`src/rtl/cim_ark_sbox_initiator_pkg.sv`:
```
`default_nettype none
// ============================================================================
//  Module      : cim_aes_pkg
//  Description : Shared types, constants and lane-slice helpers for the CIM
//                AddRoundKey/S-box initiator.
//                - FSM state encoding
//                - lane geometry (16 lanes, byte/DEMUX/RWL field offsets)
//                - IN complement pattern of bit-serial cycle c
//  Revision    : 1.0  initial release
// ============================================================================
package cim_aes_pkg;

    localparam int ARK_CYCLES = 8;
    localparam int LANES      = 16;
    localparam int DEMUX_W    = 3;
    localparam int RWL_W      = 6;

    typedef enum logic [2:0] {
        ST_IDLE     = 3'd0,
        ST_ARK      = 3'd1,
        ST_ARK_TAIL = 3'd2,
        ST_LOOKUP   = 3'd3,
        ST_CAPTURE  = 3'd4
    } state_e;

    // Lane 0 sits in the most significant field of every bus.
    function automatic int byte_lsb(input int i);
        return 8 * (LANES - 1 - i);
    endfunction

    function automatic int demux_lsb(input int i);
        return DEMUX_W * (LANES - 1 - i);
    endfunction

    function automatic int rwl_lsb(input int i);
        return RWL_W * (LANES - 1 - i);
    endfunction

    // Complement pattern used when the inversion check is built in:
    // all lanes inverted on odd cycles, none on even cycles.
    function automatic logic [15:0] in_pattern(input logic [2:0] c);
        return ((c & 3'd1) != 3'd0) ? 16'hFFFF : 16'h0000;
    endfunction

endpackage
`default_nettype wire

```
`src/rtl/cim_ark_sbox_initiator_if.sv`:
```
`default_nettype none
// ============================================================================
//  Module      : cim_ark_sbox_initiator_if
//  Description : Bundle between the AES round controller / CIM array and the
//                initiator.
//                master : initiator side (drives RDY/BSY/IN/addresses/DOUT/
//                         DVLD/ERR, receives START/STATE_IN/RIO)
//                slave  : controller + array side
//  Revision    : 1.0  initial release
// ============================================================================
interface cim_ark_sbox_initiator_if;
    import cim_aes_pkg::*;

    logic                       START;
    logic [127:0]               STATE_IN;
    logic [127:0]               RIO;
    logic                       RDY;
    logic                       BSY;
    logic [LANES-1:0]           IN;
    logic [LANES*DEMUX_W-1:0]   DEMUX_ADD;
    logic [LANES*RWL_W-1:0]     RWL_DEC_ADD;
    logic [127:0]               DOUT;
    logic                       DVLD;
    logic                       ERR;

    modport master (
        input  START, STATE_IN, RIO,
        output RDY, BSY, IN, DEMUX_ADD, RWL_DEC_ADD, DOUT, DVLD, ERR
    );

    modport slave (
        output START, STATE_IN, RIO,
        input  RDY, BSY, IN, DEMUX_ADD, RWL_DEC_ADD, DOUT, DVLD, ERR
    );
endinterface
`default_nettype wire

```
`src/rtl/cim_ark_sbox_initiator_transpose.sv`:
```
`default_nettype none
// ============================================================================
//  Module      : cim_plane_transpose
//  Description : Combinational transpose of the 16 captured bit-plane lanes
//                into the 128-bit round key K.
//                Lane k   (k=0..7) bit(7-j) -> K byte 2j   bit(7-k)
//                Lane k+8 (k=0..7) bit(7-j) -> K byte 2j+1 bit(7-k)
//  Ports       : i_planes  lane i at [127-8i -: 8]
//                o_key     K, byte 0 at [127:120]
//  Revision    : 1.0  initial release
// ============================================================================
module cim_plane_transpose (
    input  wire logic [127:0] i_planes,
    output logic      [127:0] o_key
);
    for (genvar j = 0; j < 8; j++) begin : g_byte_pair
        for (genvar k = 0; k < 8; k++) begin : g_bit
            assign o_key[127 - 16*j - k]     = i_planes[127 - 8*k - j];
            assign o_key[127 - 16*j - 8 - k] = i_planes[63 - 8*k - j];
        end
    end
endmodule
`default_nettype wire

```
`src/rtl/cim_ark_sbox_initiator.sv`:
```
`default_nettype none
// ============================================================================
//  Module      : cim_ark_sbox_initiator
//  Description : Initiator of the CIM AddRoundKey/S-box exchange. Per START it
//                reads the round key K from the array as 8 bit-serial planes,
//                forms x = STATE_IN ^ K, drives x as S-box lookup addresses
//                and returns SubBytes(STATE_IN ^ K) on DOUT with a DVLD pulse.
//                Timeline after the accepting edge:
//                  t0..t7 ARK, t8 ARK_TAIL, t9 LOOKUP, t10 CAPTURE, DVLD t11.
//  Ports       : CLK, RST (synchronous, active high)
//                bus : cim_ark_sbox_initiator_if.master
//                      START, STATE_IN, RIO in; RDY, BSY, IN, DEMUX_ADD,
//                      RWL_DEC_ADD, DOUT, DVLD, ERR out
//  Config      : CIM_INV_CHECK_EN  alternate IN complement per cycle and flag
//                                  inconsistent captures on ERR
//  Revision    : 1.0  initial release
// ============================================================================
module cim_ark_sbox_initiator
    import cim_aes_pkg::*;
(
    input  wire logic                 CLK,
    input  wire logic                 RST,
    cim_ark_sbox_initiator_if.master  bus
);

    state_e         r_state;
    state_e         w_next;
    logic [2:0]     r_cnt;
    logic [127:0]   r_state_in;
    logic [127:0]   r_plane;
    logic [127:0]   r_dout;
    logic           r_dvld;

    logic           w_rdy;
    logic           w_bsy;
    logic           w_accept;
    logic           w_addr_en;
    logic [15:0]    w_in;
    logic [127:0]   w_cap_dc;
    logic [127:0]   w_plane_src;
    logic [127:0]   w_key;
    logic [127:0]   w_x;
    logic [47:0]    w_demux;
    logic [95:0]    w_rwl;

    // ------------------------------------------------------------------
    // FSM next state and state-decoded outputs
    // ------------------------------------------------------------------
    always_comb begin
        w_next    = r_state;
        w_rdy     = 1'b0;
        w_bsy     = 1'b0;
        w_addr_en = 1'b0;
        w_in      = '0;
        case (r_state)
            ST_IDLE: begin
                w_rdy = 1'b1;
                if (bus.START) w_next = ST_ARK;
            end
            ST_ARK: begin
                w_bsy = 1'b1;
`ifdef CIM_INV_CHECK_EN
                w_in  = in_pattern(r_cnt);
`endif
                if (r_cnt == 3'(ARK_CYCLES - 1)) w_next = ST_ARK_TAIL;
            end
            ST_ARK_TAIL: begin
                w_bsy     = 1'b1;
                w_addr_en = 1'b1;
                w_next    = ST_LOOKUP;
            end
            ST_LOOKUP: begin
                w_bsy     = 1'b1;
                w_addr_en = 1'b1;
                w_next    = ST_CAPTURE;
            end
            ST_CAPTURE: begin
                // A new START here chains straight into the next ARK phase.
                w_rdy  = 1'b1;
                w_next = bus.START ? ST_ARK : ST_IDLE;
            end
            default: w_next = ST_IDLE;
        endcase
    end

    assign w_accept = bus.START && w_rdy;

    // ------------------------------------------------------------------
    // Capture path. The response to ARK cycle c arrives one cycle later,
    // so captures happen in ARK cycles 1..7 (for c=0..6) and in ARK_TAIL
    // (for c=7).
    // ------------------------------------------------------------------
`ifdef CIM_INV_CHECK_EN
    logic [2:0]     w_cap_idx;
    logic [15:0]    w_cap_pat;
    logic           w_cap_en;
    logic           r_mis;
    logic           r_err;

    assign w_cap_idx = (r_state == ST_ARK_TAIL) ? 3'(ARK_CYCLES - 1) : (r_cnt - 3'd1);
    assign w_cap_en  = ((r_state == ST_ARK) && (r_cnt != 3'd0)) || (r_state == ST_ARK_TAIL);
    assign w_cap_pat = in_pattern(w_cap_idx);

    // Even-byte lanes carry the complement of IN[k+8], odd-byte lanes IN[k].
    always_comb begin
        w_cap_dc = '0;
        for (int k = 0; k < 8; k++) begin
            w_cap_dc[byte_lsb(k) +: 8]     = bus.RIO[byte_lsb(k) +: 8]     ^ {8{w_cap_pat[k+8]}};
            w_cap_dc[byte_lsb(k + 8) +: 8] = bus.RIO[byte_lsb(k + 8) +: 8] ^ {8{w_cap_pat[k]}};
        end
    end

    // Consecutive de-complemented captures must all agree; a chain of
    // pairwise equality is enough to prove all eight are identical.
    always_ff @(posedge CLK) begin
        if (RST) begin
            r_mis <= 1'b0;
            r_err <= 1'b0;
        end else if (w_accept) begin
            r_mis <= 1'b0;
            r_err <= 1'b0;
        end else begin
            if (w_cap_en && (w_cap_idx != 3'd0) && (w_cap_dc != r_plane))
                r_mis <= 1'b1;
            if (r_state == ST_ARK_TAIL)
                r_err <= r_mis | (w_cap_dc != r_plane);
        end
    end

    assign bus.ERR = r_err;
`else
    assign w_cap_dc = bus.RIO;
    assign bus.ERR  = 1'b0;
`endif

    // ------------------------------------------------------------------
    // Key and lookup addresses. In ARK_TAIL the final plane is still on
    // RIO (it is stored at the end of that cycle), so the addresses are
    // formed from the live capture there and from the stored plane after.
    // ------------------------------------------------------------------
    assign w_plane_src = (r_state == ST_ARK_TAIL) ? w_cap_dc : r_plane;

    cim_plane_transpose u_transpose (
        .i_planes (w_plane_src),
        .o_key    (w_key)
    );

    assign w_x = r_state_in ^ w_key;

    always_comb begin
        w_demux = '0;
        w_rwl   = '0;
        if (w_addr_en) begin
            for (int i = 0; i < LANES; i++) begin
                w_demux[demux_lsb(i) +: DEMUX_W] = {1'b0, w_x[byte_lsb(i) + 6 +: 2]};
                w_rwl[rwl_lsb(i) +: RWL_W]       = w_x[byte_lsb(i) +: 6];
            end
        end
    end

    // ------------------------------------------------------------------
    // State register and datapath registers
    // ------------------------------------------------------------------
    always_ff @(posedge CLK) begin
        if (RST) begin
            r_state    <= ST_IDLE;
            r_cnt      <= 3'd0;
            r_state_in <= '0;
            r_plane    <= '0;
            r_dout     <= '0;
            r_dvld     <= 1'b0;
        end else begin
            r_state <= w_next;
            r_dvld  <= (r_state == ST_CAPTURE);
            if (w_accept) begin
                r_cnt      <= 3'd0;
                r_state_in <= bus.STATE_IN;
            end else if (r_state == ST_ARK) begin
                r_cnt <= r_cnt + 3'd1;
            end
            if (r_state == ST_CAPTURE)
                r_dout <= bus.RIO;
`ifdef CIM_INV_CHECK_EN
            // Last write wins, so the c=7 capture is the one kept as K.
            if (w_cap_en)
                r_plane <= w_cap_dc;
`else
            if (r_state == ST_ARK_TAIL)
                r_plane <= w_cap_dc;
`endif
        end
    end

    assign bus.RDY         = w_rdy;
    assign bus.BSY         = w_bsy;
    assign bus.IN          = w_in;
    assign bus.DEMUX_ADD   = w_demux;
    assign bus.RWL_DEC_ADD = w_rwl;
    assign bus.DOUT        = r_dout;
    assign bus.DVLD        = r_dvld;

endmodule
`default_nettype wire
```
`src/flat_wrapper.sv`:
```
// flat-port wrapper written by rule: the top's interface ports become plain ports
module cim_ark_sbox_initiator_flat import cim_aes_pkg::*;
  (CLK, RST, bus_START, bus_STATE_IN, bus_RIO, bus_RDY, bus_BSY, bus_IN, bus_DEMUX_ADD, bus_RWL_DEC_ADD, bus_DOUT, bus_DVLD, bus_ERR);
  cim_ark_sbox_initiator_if bus_i ();
  input  wire logic CLK;
  input  wire logic RST;
  input wire logic [$bits(bus_i.START)-1:0] bus_START;
  input wire logic [$bits(bus_i.STATE_IN)-1:0] bus_STATE_IN;
  input wire logic [$bits(bus_i.RIO)-1:0] bus_RIO;
  output wire logic [$bits(bus_i.RDY)-1:0] bus_RDY;
  output wire logic [$bits(bus_i.BSY)-1:0] bus_BSY;
  output wire logic [$bits(bus_i.IN)-1:0] bus_IN;
  output wire logic [$bits(bus_i.DEMUX_ADD)-1:0] bus_DEMUX_ADD;
  output wire logic [$bits(bus_i.RWL_DEC_ADD)-1:0] bus_RWL_DEC_ADD;
  output wire logic [$bits(bus_i.DOUT)-1:0] bus_DOUT;
  output wire logic [$bits(bus_i.DVLD)-1:0] bus_DVLD;
  output wire logic [$bits(bus_i.ERR)-1:0] bus_ERR;
  assign bus_i.START = bus_START;
  assign bus_i.STATE_IN = bus_STATE_IN;
  assign bus_i.RIO = bus_RIO;
  assign bus_RDY = bus_i.RDY;
  assign bus_BSY = bus_i.BSY;
  assign bus_IN = bus_i.IN;
  assign bus_DEMUX_ADD = bus_i.DEMUX_ADD;
  assign bus_RWL_DEC_ADD = bus_i.RWL_DEC_ADD;
  assign bus_DOUT = bus_i.DOUT;
  assign bus_DVLD = bus_i.DVLD;
  assign bus_ERR = bus_i.ERR;
  cim_ark_sbox_initiator u_core (.CLK(CLK), .RST(RST), .bus(bus_i));
endmodule
```
`config.mk`:
```
export PLATFORM = sky130hd
export DESIGN_NAME = cim_ark_sbox_initiator_flat
export DESIGN_NICKNAME = d
export VERILOG_FILES = /design/src/rtl/cim_ark_sbox_initiator_pkg.sv /design/src/rtl/cim_ark_sbox_initiator_if.sv /design/src/rtl/cim_ark_sbox_initiator_transpose.sv /design/src/rtl/cim_ark_sbox_initiator.sv /design/src/flat_wrapper.sv
export SDC_FILE = /design/constraint.sdc
export NUM_CORES = 1
export LEC_CHECK = 0
export BUFFER_PORTS_ARGS = -buffer_cell sky130_fd_sc_hd__buf_2
export CORE_AREA = 2 2 213 215
export DETAILED_ROUTE_END_ITERATION = 12
export DIE_AREA = 0 0 215 217
export GPL_ROUTABILITY_DRIVEN = 0
export HOLD_SLACK_MARGIN = 0.12
export SLEW_MARGIN = 5
export SYNTH_ARGS = -nofsm -noshare
export SYNTH_HDL_FRONTEND = slang
export SYNTH_SLANG_ARGS = --single-unit
```
`constraint.sdc`:
```
create_clock -name CLK -period 2.4 [get_ports CLK]
set_input_delay 0.36 -clock CLK [delete_from_list [all_inputs] [get_ports CLK]]
set_output_delay 0.36 -clock CLK [all_outputs]
set_load 0.02 [all_outputs]
```
==> run summary <==
maximum VDD drop -> 0.615 mV
global-route wire length before repair -> 88.9 mm
synth warn -> 0
final wirelength -> 60.1 mm
Final Max Tran Viols -> 0
number of flops mapped to enable cells by yosys -> 0
CP Capture Point -> bus_RWL_DEC_ADD[16]
kind of end point of the critical path -> output pin
cell count after synthesis -> 2,158
crit path DAT -> 2.08 ns
Residual DRC -> 0
final worst slack -> -0.0438 ns
clk_lat worst skew -> 0.56 ns
Worst Setup Start Kind -> register
Power Total -> 15.7 mW
Final setup violation count -> 3
CTS tree -> built
FF-to-FF End -> u_core.bus.DOUT[32]$_SDFFE_PP0N_
number of buffers added on ports -> 517
CTS buffer count -> 45
Critical Path, Cell by Cell -> buf_12, buf_16, mux2i_1, xor2_1, nor2_1, buf_4
Mean Syn Cell Area -> 7.84 um^2
CP peak stage delay -> 0.44 ns
DR pass1 iterations -> 5
initial antenna violation count -> 3
num ports -> 551
unrepaired setup endpoints after global routing -> yes
synthesized cell area -> 0.0169 mm^2
Post-Layout Cell Count -> 3,510
Row Count -> 78
Root Driver -> clkbuf_16
clk buf depth -> 3
CP Max Fanout -> 7
Sink Count -> 391
Final #Nets -> 3,139
CP max stage cell -> dfxtp_4
maximum number of pins on one net before global-route repair -> 130
Die H -> 217 um
initial core utilization -> 37.8%
FF-to-FF Start -> u_core.r_state[0]$_SDFFE_PP0P_
1st-iter DRT viols -> 1,235
grt ovf -> 0
path category of the worst min-delay check -> input pin to register
Netlist cell types -> 22
Worst Setup Path Type -> register to output pin
post-DR wirelength/cell -> 17.1 um
layout overhead on the synthesized area -> 48.8%
via count -> 17,400
power per standard cell area -> 623 mW/mm^2
Final period util -> 102%
HPWL after detailed placement -> 37.2 mm
Worst Clk Skew -> 0.0202 ns
Worst Path Required -> 2.04 ns
GRT Overall Usage -> 23.5%
R2R depth -> 7
failing checks -> negative setup slack
Post-DRT Antenna Nets -> 0
Placed Cells -> 3,147
worst hold slack -> 0.238 ns
vias in the first global route -> 16,600
max_slew headroom -> 54.8%
vias per inst -> 4.97
Core Area -> 0.0447 mm^2
Die Area -> 0.0467 mm^2
Leak -> 10.5 nW
Yosys reg bits -> 391
Max-Cap Viols -> 0
FF-to-FF setup slack -> 0.35 ns
Die Width -> 215 um
ys async rst share -> 0%
clock-pin slew on the worst setup and hold paths -> 0.06 ns
Final Hold Fails -> 0
maximum level of the CTS H-tree -> 2
main flop type after synthesis -> dfxtp_1
actual slew at the worst max-slew pin -> 0.678 ns
minimum clock period -> 2.44 ns
total negative setup slack -> -0.0790 ns
register area share after synthesis -> 46.3%
layout cell share with drive strength beyond 1 -> 25.5%
outcome -> complete, but fails checks
Critical Path Start -> u_core.r_state[0]$_SDFFE_PP0P_
Peak Freq -> 0.409 GHz
## repair_timing
action                                  4_1_cts  5_1_grt
resized for setup                            17      148
hold buffers                                256        0
pin swaps                                     0       56
cloned                                        1       12
endpoints found under the setup margin      128      114
buffers inserted                              5       12
endpoints found under the hold margin       384        0
## final cells by class
type	count	area [um^2]
Antenna cell	3	7.51
Tap cell	600	751
Multi-Input combinational cell	1594	8700
Timing Repair Buffer	846	6420
Clock inverter	13	131
Clock buffer	63	1310
Sequential cell	391	7830
Fill cell	4000	19500
## metrics by stage
step | instance area [um^2] | setup slack (ns) | util, %
floorplan | 17000 | 0.562 | -
detailed placement | 20000 | 0.412 | 44.7
CTS | 24100 | -0.0428 | 54.0
global route | 25200 | -0.148 | 56.3
finish | 25200 | -0.0438 | 56.3
global placement | 20000 | 0.442 | 44.7
## power breakdown
group	switching [mW]	total, mW	internal [mW]
clock	2.76	6.77	4.02
combinational	1.07	2.16	1.09
sequential	0.101	6.73	6.63
## synth_stat cells, types with 3 or more instances
| master | instances | area, um^2 |
|---|---|---|
| a21oi_1 | 385 | 1930 |
| buf_1 | 3 | 11.3 |
| buf_2 | 55 | 275 |
| buf_4 | 53 | 398 |
| clkbuf_1 | 94 | 353 |
| dfxtp_1 | 391 | 7830 |
| mux2i_1 | 130 | 1300 |
| nand2_1 | 640 | 2400 |
| nand2b_1 | 3 | 18.8 |
| nor2_1 | 132 | 495 |
| nor3_1 | 3 | 15.0 |
| nor3b_2 | 3 | 37.5 |
| o21ai_0 | 128 | 641 |
| xor2_1 | 128 | 1120 |
## cells by family (layout without fill, tap and decap cells)
group / after synthesis / in the layout / share of synthesized area [%]
AOI/OAI and AO/OA: 514 / 514 / 15.2
xor gates and xnor gates: 129 / 129 / 6.68
adders and majority gates: 2 / 2 / 0.148
buffers and inverters: 205 / 922 / 6.13
DFF: 391 / 391 / 46.3
muxes: 130 / 130 / 7.70
other: 1 / 36 / 0.0222
and+or+nand+nor: 786 / 786 / 17.8
## registers in the layout, indices dropped and copies added, names as in the netlist
register           cells
u_core.bus.DOUT      128
u_core.r_cnt           3
u_core.r_state_in    128
u_core.bus.DVLD        1
u_core.r_state         3
u_core.r_plane       128
## how the worst min path moves through the flow
| stage | start | endpoint | cells past startpoint |
|---|---|---|---|
| after floorplan | u_core.r_state_in[0]$_SDFFE_PP0P_ | u_core.r_state_in[0]$_SDFFE_PP0P_ | 2 |
| after global placement | u_core.bus.DOUT[73]$_SDFFE_PP0N_ | u_core.bus.DOUT[73]$_SDFFE_PP0N_ | 2 |
| after detailed placement | u_core.bus.DOUT[98]$_SDFFE_PP0N_ | u_core.bus.DOUT[98]$_SDFFE_PP0N_ | 2 |
| after CTS | RST | u_core.r_plane[114]$_SDFF_PP0_ | 2 |
| after global routing | RST | u_core.r_plane[114]$_SDFF_PP0_ | 2 |
| final | RST | u_core.r_plane[114]$_SDFF_PP0_ | 2 |
## layout by cell type (no fill, tap or decap), types with 2 or more instances in the layout
master / count
nand2_1: 640
xor2_1: 127
dfxtp_1: 388
o21ai_0: 128
clkinvlp_4: 2
buf_8: 5
conb_1: 33
dlygate4sd3_1: 256
clkbuf_8: 12
a21oi_1: 385
mux2i_2: 44
ha_1: 2
diode_2: 3
inv_6: 3
nor3b_4: 2
mux2i_1: 59
nor3_1: 3
mux2i_4: 27
dfxtp_2: 2
bufinv_16: 2
nand2b_1: 2
nor2_1: 132
buf_16: 7
nor3b_2: 2
buf_12: 20
clkbuf_1: 6
buf_4: 57
clkbuf_16: 55
clkbuf_4: 3
or3b_4: 2
buf_6: 7
buf_2: 481
clkinv_2: 6
## worst max-delay path, delay by kind of cell, from the launching register on
kind | cells | cell delay, ns
and+or+nand+nor | 1 | 0.08
xor gates and xnor gates | 1 | 0.23
muxes | 1 | 0.26
buffers and inverters | 3 | 0.50
DFF | 1 | 0.44
## per-layer routing
layer  vias up  GRT usage (%)  routed length (um)
met5         -              0                   0
met4         0           9.63                2200
met3       160           4.99                4290
met2       720           40.3               29300
met1      8138           28.7               24300
li1       8425              -                   -
No activity file was read; power rests on OpenSTA's default activity.
